**src/rtl/alu_writeback.sv**
```systemverilog
// -----------------------------------------------------------------------------
// alu_writeback
//   Writeback and operand stage around the 12-bit ALU. Holds an NREGS x DATA_W
//   register file and a 4-bit flags register {C,E,S,V}. Two combinational read
//   ports (write-first bypass) feed the ALU operands; flag C feeds ALU carry_in.
//   ALU results arrive on a valid/ready handshake and commit data and flags on
//   the transfer edge. An external write port (loads / debug) has priority and
//   stalls ALU writeback while asserted.
//
//   ALU func_code encoding used to decide whether C/V follow a result:
//     ADD=3'd0 SUB=3'd1 AND=3'd2 OR=3'd3 XOR=3'd4 NOT=3'd5
//
// Ports
//   clk, rst                 clock, synchronous active-high reset
//   wb_valid / wb_ready      ALU result handshake (ready = !rst && !ext_we)
//   wb_addr, wb_data         destination register and result data
//   wb_func, wb_flags_en     result opcode, flag update enable
//   wb_carry/equ/sign/ovf    ALU flag outputs for this result
//   ext_we/addr/data         priority external register write
//   clr_carry                clear flag C at the next edge
//   rd_a_addr/rd_a_data      operand A read port
//   rd_b_addr/rd_b_data      operand B read port
//   carry_fb                 registered flag C
//   flags                    {C,E,S,V}
//   wb_count                 committed ALU writebacks, mod 256
// -----------------------------------------------------------------------------
module alu_writeback #(
  parameter int DATA_W = 12,
  parameter int NREGS  = 8,
  parameter int ADDR_W = 3
) (
  input  logic              clk,
  input  logic              rst,
  input  logic              wb_valid,
  output logic              wb_ready,
  input  logic [ADDR_W-1:0] wb_addr,
  input  logic [DATA_W-1:0] wb_data,
  input  logic [2:0]        wb_func,
  input  logic              wb_flags_en,
  input  logic              wb_carry,
  input  logic              wb_equ,
  input  logic              wb_sign,
  input  logic              wb_ovf,
  input  logic              ext_we,
  input  logic [ADDR_W-1:0] ext_addr,
  input  logic [DATA_W-1:0] ext_data,
  input  logic              clr_carry,
  input  logic [ADDR_W-1:0] rd_a_addr,
  output logic [DATA_W-1:0] rd_a_data,
  input  logic [ADDR_W-1:0] rd_b_addr,
  output logic [DATA_W-1:0] rd_b_data,
  output logic              carry_fb,
  output logic [3:0]        flags,
  output logic [7:0]        wb_count
);

  localparam logic [2:0] FUNC_ADD = 3'd0;
  localparam logic [2:0] FUNC_SUB = 3'd1;

  // Flag bit positions inside flags_q
  localparam int FC = 3;
  localparam int FE = 2;
  localparam int FS = 1;
  localparam int FV = 0;

  logic [DATA_W-1:0] regs_q [NREGS];
  logic [3:0]        flags_q, flags_d;
  logic [7:0]        count_q, count_d;

  logic              xfer;
  logic              we;
  logic [ADDR_W-1:0] wr_addr;
  logic [DATA_W-1:0] wr_data;

  assign wb_ready = !rst && !ext_we;
  assign xfer     = wb_valid && wb_ready;

  // Single write port: the external write wins, the ALU result waits.
  // Gated by rst so the bypass never shows data that reset will discard.
  assign we      = !rst && (ext_we || wb_valid);
  assign wr_addr = ext_we ? ext_addr : wb_addr;
  assign wr_data = ext_we ? ext_data : wb_data;

  // Register file: every entry clears on reset, so it is built from flops.
  for (genvar gi = 0; gi < NREGS; gi++) begin : g_reg
    always_ff @(posedge clk) begin
      if (rst) begin
        regs_q[gi] <= '0;
      end else if (we && (wr_addr == ADDR_W'(gi))) begin
        regs_q[gi] <= wr_data;
      end
    end
  end

  // Write-first bypass so an operand read in the commit cycle sees new data.
  assign rd_a_data = (we && (wr_addr == rd_a_addr)) ? wr_data : regs_q[rd_a_addr];
  assign rd_b_data = (we && (wr_addr == rd_b_addr)) ? wr_data : regs_q[rd_b_addr];

  always_comb begin
    flags_d = flags_q;
    if (xfer && wb_flags_en) begin
      flags_d[FE] = wb_equ;
      flags_d[FS] = wb_sign;
      // Carry and overflow only carry meaning for arithmetic results.
      if ((wb_func == FUNC_ADD) || (wb_func == FUNC_SUB)) begin
        flags_d[FC] = wb_carry;
        flags_d[FV] = wb_ovf;
      end
    end
    if (clr_carry) begin
      flags_d[FC] = 1'b0;
    end
  end

  assign count_d = xfer ? count_q + 8'd1 : count_q;

  always_ff @(posedge clk) begin
    if (rst) begin
      flags_q <= '0;
      count_q <= '0;
    end else begin
      flags_q <= flags_d;
      count_q <= count_d;
    end
  end

  assign flags    = flags_q;
  assign carry_fb = flags_q[FC];
  assign wb_count = count_q;

endmodule

```
**config.mk**
```make
export PLATFORM = sky130hd
export DESIGN_NAME = alu_writeback
export DESIGN_NICKNAME = d
export VERILOG_FILES = /design/src/rtl/alu_writeback.sv
export SDC_FILE = /design/constraint.sdc
export NUM_CORES = 1
export LEC_CHECK = 0
export ABC_AREA = 1
export BUFFER_PORTS_ARGS = -buffer_cell sky130_fd_sc_hd__buf_2
export CORE_MARGIN = 2
export CORE_UTILIZATION = 59
export DETAILED_ROUTE_END_ITERATION = 6
export PLACE_DENSITY = 0.78
export SLEW_MARGIN = 15
export SYNTH_ARGS = -nofsm -noshare
export SYNTH_HDL_FRONTEND = slang
export SYNTH_SLANG_ARGS = --single-unit
```
**constraint.sdc**
```tcl
create_clock -name clk -period 1.8 [get_ports clk]
set_input_delay 0.18 -clock clk [delete_from_list [all_inputs] [get_ports clk]]
set_output_delay 0.18 -clock clk [all_outputs]
set_load 0.01 [all_outputs]
```
== Yosys cells after proc, flatten, opt, wreduce, memory -nomap -nowiden ==
Memory sizes are Yosys's and may differ from the RTL's.
Index checks and enable logic that the tools add are counted.
W data, S select, Z words.
Word-level totals
  bits in registers: 12
  latch bits: 0
  bits in writable memories: 96
  memory bits (read-only): 0
  input port bits: 49
  output and inout port bits: 38
  word-level logic and storage cells: 84
  memories: 1
Memory list
  regs_q: depth 8, bits a word 12, read ports 2, clocked after Yosys merged registers in 0, write ports 8, RTL line 66  | logic [DATA_W-1:0] regs_q [NREGS];
Operators by class
  add/subtract/negate cells: 1
  multipliers: 0
  div/mod/pow operators: 0
  magnitude comparators: 0
  eq/ne operators: 10
  shift operators: 0
  muxes and demuxes: 38
  bitwise gates (word level): 8
  reductions and logical operators: 22
Operators by type and width (number)
  $mux W12: 11
  $mux W1: 26
  $logic_and A1 B1 Y1: 14
  $eq A3 B3 Y1 const B: 4
  $add A8 B1 Y8 const B: 1
  $or A1 B1 Y1: 8
  $eq A3 B1 Y1 const B: 2
  $eq A3 B2 Y1 const B: 2
  $eq A3 B3 Y1: 2
  $logic_not A3 Y1: 2
  $mux W3: 1
  $logic_not A1 Y1: 2
  $logic_or A1 B1 Y1: 2
  $reduce_and A2 Y1: 1
  $reduce_or A2 Y1: 1

== Depth between registers and ports, before layout ==
  depth after elaboration: 7
  gate-level depth with buffers: 10
  mapped depth without buffers: 9

== Least setup slack after synthesis ==
No wires, ideal clock.
  path type: input -> register
  start: input port ext_we
  end: memory regs_q[3][0] (enable)
  arrival time: 1.237 ns
  required time: 1.450 ns
  setup slack: 0.213 ns
  cell stages on the path: 8
  buffers on the path: 1
  path through: inv_2 nand2_1 nand2_1 inv_1 nor2_1 nand2_1 buf_2 nand2_1
RTL lines
  start, declared: RTL line 44  | input logic ext_we,
  end, declared: RTL line 66

== Worst setup path in the final report ==
  start: input port rd_a_addr[0]
  end: output port rd_a_data[9]
On the way
  longest elaborated chain between the ends: 3
Ends and longest elaborated chain
  start, declared: RTL line 48  | input logic [ADDR_W-1:0] rd_a_addr,
  parallel branches: the longest is 2 deep, another holds $mem_v2 Z8 W12
  $mux W12 *: RTL line 96  | assign rd_a_data = (we && (wr_addr == rd_a_addr)) ? wr_data : regs_q[rd_a_addr];
  end, declared: RTL line 49  | output logic [DATA_W-1:0] rd_a_data,
Every way passes the cells marked *.

==> tab_implementation.tex <==
\begin{tabular}{lr}
\hline
Metric & Value \\
\hline
\multicolumn{2}{l}{\textbf{Worst hold path}} \\
Min-delay worst type & in2reg \\
\multicolumn{2}{l}{\textbf{Worst setup path}} \\
FF-to-FF setup slack & 420 ps \\
Cells along the critical path & buf\_2, inv\_1, buf\_12, nand2\_1, nand3\_1, nand2\_1, nand2\_1, nand2\_1, nand2\_1, nand2\_1, buf\_2 \\
Depth of the most critical reg-to-reg path & 6 \\
Maximum fanout along the worst path & 45 \\
Termination of the worst setup path & rd\_a\_data[9] \\
Reg2Reg Launch Point & wb\_count[0] \\
Crit path capture type & output pin \\
Endpoint required time on the critical path & 1620 ps \\
Kind of cell adding the most delay to the critical path & buffers and inverters \\
Crit-path slowest cell & sky130\_fd\_sc\_hd\_\_buf\_12 \\
Worst setup path startpoint & rd\_a\_addr[0] \\
Type of the setup path with the least slack & in2out \\
Sort of element at the start of the critical path & primary input \\
Crit Reg-Reg Endpoint & wb\_count[6] \\
Crit path DAT & 1470 ps \\
Cell occurring most often along the worst timing path & sky130\_fd\_sc\_hd\_\_nand2\_1 \\
Number of gates on the worst path with buffers counted & 11 \\
Crit-path max cell delay & 260 ps \\
Buffering stage count on the worst path with inverters included & 4 \\
\multicolumn{2}{l}{\textbf{Yosys}} \\
Post-synthesis cell count & 1012 \\
Synthesized-area fraction occupied by ao, oa, aoi and oai cells & 2.35\% \\
Netlist Area Pre-Place & 6920 µm² \\
Flop and latch count out of synthesis & 108 \\
Mean instance size in the synthesized netlist & 6.84 µm² \\
Biggest area consumer among synthesized cells & sky130\_fd\_sc\_hd\_\_edfxtp\_1 \\
Dominant synthesized flop cell & sky130\_fd\_sc\_hd\_\_edfxtp\_1 \\
Largest family of logic cells by synthesized area & simple AND/OR/NAND/NOR gates \\
Proportion of synthesized chip area in sequential cells & 45.1\% \\
Share of cell area taken by muxes after synthesis & 0\% \\
Proportion of synthesized flip-flops having asynchronous set or reset & 0\% \\
Synth top area share & 41.7\% \\
Most repeated cell in the gate-level netlist after synthesis & sky130\_fd\_sc\_hd\_\_nand2\_1 \\
Arithmetic-cell share of the synthesized area counting full adders, half adders and majority gates & 0.181\% \\
Area contributors post-synth & sky130\_fd\_sc\_hd\_\_edfxtp\_1 (42\%), sky130\_fd\_sc\_hd\_\_nand2\_1 (22\%), sky130\_fd\_sc\_hd\_\_nand3\_1 (9.8\%) \\
Commonest cells post-synth & sky130\_fd\_sc\_hd\_\_nand2\_1 (411), sky130\_fd\_sc\_hd\_\_nand3\_1 (135), sky130\_fd\_sc\_hd\_\_inv\_1 (131) \\
Yosys warnings & 0 \\
Xor and xnor fraction of the mapped netlist area & 0.127\% \\
Number of distinct library cell variants in the gate-level netlist after synthesis & 25 \\
Nets in the synthesized netlist & 1062 \\
Post-Synth Simple-Gate Area & 41.3\% \\
EDFF count, synth & 96 \\
\multicolumn{2}{l}{\textbf{Route}} \\
Count of TritonRoute iterations in the first routing pass & 7 \\
Vias & 6779 \\
Total DRC errors in the routed layout & 0 \\
WL per Instance & 15.6 µm \\
Number of vias per cell & 5.39 \\
Post-DRT Antenna Nets & 0 \\
Total length of routed wires & 19600 µm \\
Count of routing violations after the opening detailed-route iteration & 780 \\
\multicolumn{2}{l}{\textbf{Place}} \\
Detail Placement HPWL & 14100 µm \\
Buffers on Ports & 85 \\
Setup WS pre-CTS & 87.3 ps \\
GP Congestion & 0.926 \\
Placed Instance Area & 7830 µm² \\
Cell count after placement & 1242 \\
\multicolumn{2}{l}{\textbf{Cells and area}} \\
Final Cell Area & 8150 µm² \\
Diodes inserted & 0 \\
Layout area overhead & 17.8\% \\
Fraction of layout instances using a drive strength above 1 & 17.9\% \\
Post-route insts no fill & 1258 \\
Total number of nets in the final design & 1160 \\
Filler Cells Inserted & 972 \\
\multicolumn{2}{l}{\textbf{Timing}} \\
Total count of max-transition violations in the final report & 0 \\
Share of the clock period used by the worst path & 91.4\% \\
Max Clock Skew & 2.76 ps \\
Hold Violations, Final & 0 \\
Setup TNS & 0 ps \\
Relative slew slack & 69.1\% \\
Number of setup violations in the final report & 0 \\
Worst Slack Setup Final & 154 ps \\
Transition time at the pin with the least slew margin & 463 ps \\
Unrepaired setup endpoints after global routing & false \\
FMAX & 608 MHz \\
Tmin final & 1650 ps \\
\multicolumn{2}{l}{\textbf{Clock network}} \\
CTS H-Tree Depth & 3 \\
Maximum buffer depth of the clock tree & 2 \\
CTS root buf & sky130\_fd\_sc\_hd\_\_clkbuf\_16 \\
Clock Sinks & 108 \\
Clock transition at the registers of the reported paths & 70 ps \\
Number of clock buffers inserted by TritonCTS & 9 \\
Clk\_lat worst skew & 350 ps \\
\# hold bufs at CTS & 0 \\
TritonCTS clock tree & yes \\
\multicolumn{2}{l}{\textbf{Global route}} \\
Number of global-route vias before repair & 6312 \\
Global route overflow & 0 \\
Largest net degree at the start of global routing & 50 \\
Total global-route track usage & 31.8\% \\
Antenna violations before repair & 0 \\
Wire length of the first global-routing pass & 31200 µm \\
\multicolumn{2}{l}{\textbf{Run}} \\
Max-cap check violation count & 0 \\
\multicolumn{2}{l}{\textbf{Floorplanning}} \\
Placeable Area & 11400 µm² \\
Total I/O pin count & 87 \\
Effective utilization at floorplan & 60.6\% \\
Die width & 112 µm \\
Total die area & 12600 µm² \\
Die boundary height & 112 µm \\
Core Rows & 39 \\
\multicolumn{2}{l}{\textbf{Run status}} \\
Run status & finished, final reports clean \\
\multicolumn{2}{l}{\textbf{Power and ir drop}} \\
Total power per unit cell area & 787 nW/µm² \\
Design Power & 6.41 mW \\
IR Drop Worst-Case VDD & 0.565 mV \\
Total leakage power & 4.32 nW \\
\hline
\end{tabular}
-- layout by cell type, fill, tap and decap left out --
master / instances
sky130_fd_sc_hd__a21oi_1: 6
sky130_fd_sc_hd__buf_12: 11
sky130_fd_sc_hd__buf_2: 85
sky130_fd_sc_hd__buf_4: 44
sky130_fd_sc_hd__buf_6: 1
sky130_fd_sc_hd__clkbuf_16: 11
sky130_fd_sc_hd__clkinv_1: 1
sky130_fd_sc_hd__clkinv_4: 1
sky130_fd_sc_hd__clkinvlp_4: 1
sky130_fd_sc_hd__dfxtp_1: 12
sky130_fd_sc_hd__edfxtp_1: 96
sky130_fd_sc_hd__ha_1: 1
sky130_fd_sc_hd__inv_1: 131
sky130_fd_sc_hd__inv_2: 3
sky130_fd_sc_hd__inv_6: 2
sky130_fd_sc_hd__nand2_1: 410
sky130_fd_sc_hd__nand2_2: 8
sky130_fd_sc_hd__nand3_1: 135
sky130_fd_sc_hd__nand4_1: 1
sky130_fd_sc_hd__nor2_1: 114
sky130_fd_sc_hd__nor2_2: 6
sky130_fd_sc_hd__nor2_4: 4
sky130_fd_sc_hd__nor3_1: 1
sky130_fd_sc_hd__o21a_1: 1
sky130_fd_sc_hd__o21ai_0: 4
sky130_fd_sc_hd__o21ai_2: 12
sky130_fd_sc_hd__or2_1: 1
sky130_fd_sc_hd__or2_2: 11
sky130_fd_sc_hd__xor2_1: 1
-- flip-flops by register name, summed over array words and instances (netlist names) --
name	flops
wb_count	8
flags	4
regs_q	96
-- worst register-to-register path: cells and delay by family, from the launching register on --
family / cells / cell delay (ps)
buf+inv: 1 / 40
simple gates: 4 / 650
fa+ha+maj: 1 / 190
flops: 1 / 400
-- per-layer routing --
layer / routed length, µm / global-route usage [%] / up-vias
li1: - / - / 3324
met1: 7740 / 42.7 / 2969
met2: 8740 / 48.2 / 415
met3: 2210 / 6.53 / 71
met4: 912 / 18.2 / 0
met5: 0 / 0 / -
-- report_power, final --
group          switching [mW]  leakage (nW)  internal (mW)
sequential             0.0492          1.02           2.91
combinational           0.917          3.15          0.498
clock                   0.922         0.150           1.12
total                    1.89          4.32           4.52
-- metrics by stage --
stage	util, %	hold slack, ps
floorplan	-	315
global placement	68.6	406
detailed placement	68.6	415
CTS	71.3	45.6
global route	71.4	48.6
finish	71.4	51.5
-- cell type report --
type / instances / area, µm² / share of cell area [%]
Sequential cell: 108 / 3120 / 38.3
Timing Repair Buffer: 141 / 987 / 12.1
Clock buffer: 11 / 275 / 3.38
Multi-Input combinational cell: 716 / 3050 / 37.4
Inverter: 134 / 503 / 6.17
Tap cell: 143 / 179 / 2.20
Clock inverter: 5 / 37.5 / 0.461
-- kinds of logic (layout without fill, tap and decap cells) --
kind of cell    Yosys count  after routing
fa+ha+maj                 1              1
xor+xnor                  1              1
flops                   108            108
buf+inv                 188            291
compound gates           23             23
simple gates            691            691
-- worst min path at each step --
stage	from	end	slack [ps]	depth (start not counted)
final	wb_equ	flags[2]	50	3
after global routing	wb_equ	flags[2]	50	3
after CTS	wb_equ	flags[2]	50	3
after detailed placement	wb_equ	flags[2]	420	3
after global placement	wb_sign	flags[1]	410	3
after floorplan	wb_sign	flags[1]	310	2
-- repair_timing --
item | 4_1_cts | 5_1_grt
gates resized for setup | 0 | 2
endpoints found under the setup margin | 0 | 12
setup buffers | 0 | 0
Note: power is estimated with default switching activity, not from simulation.
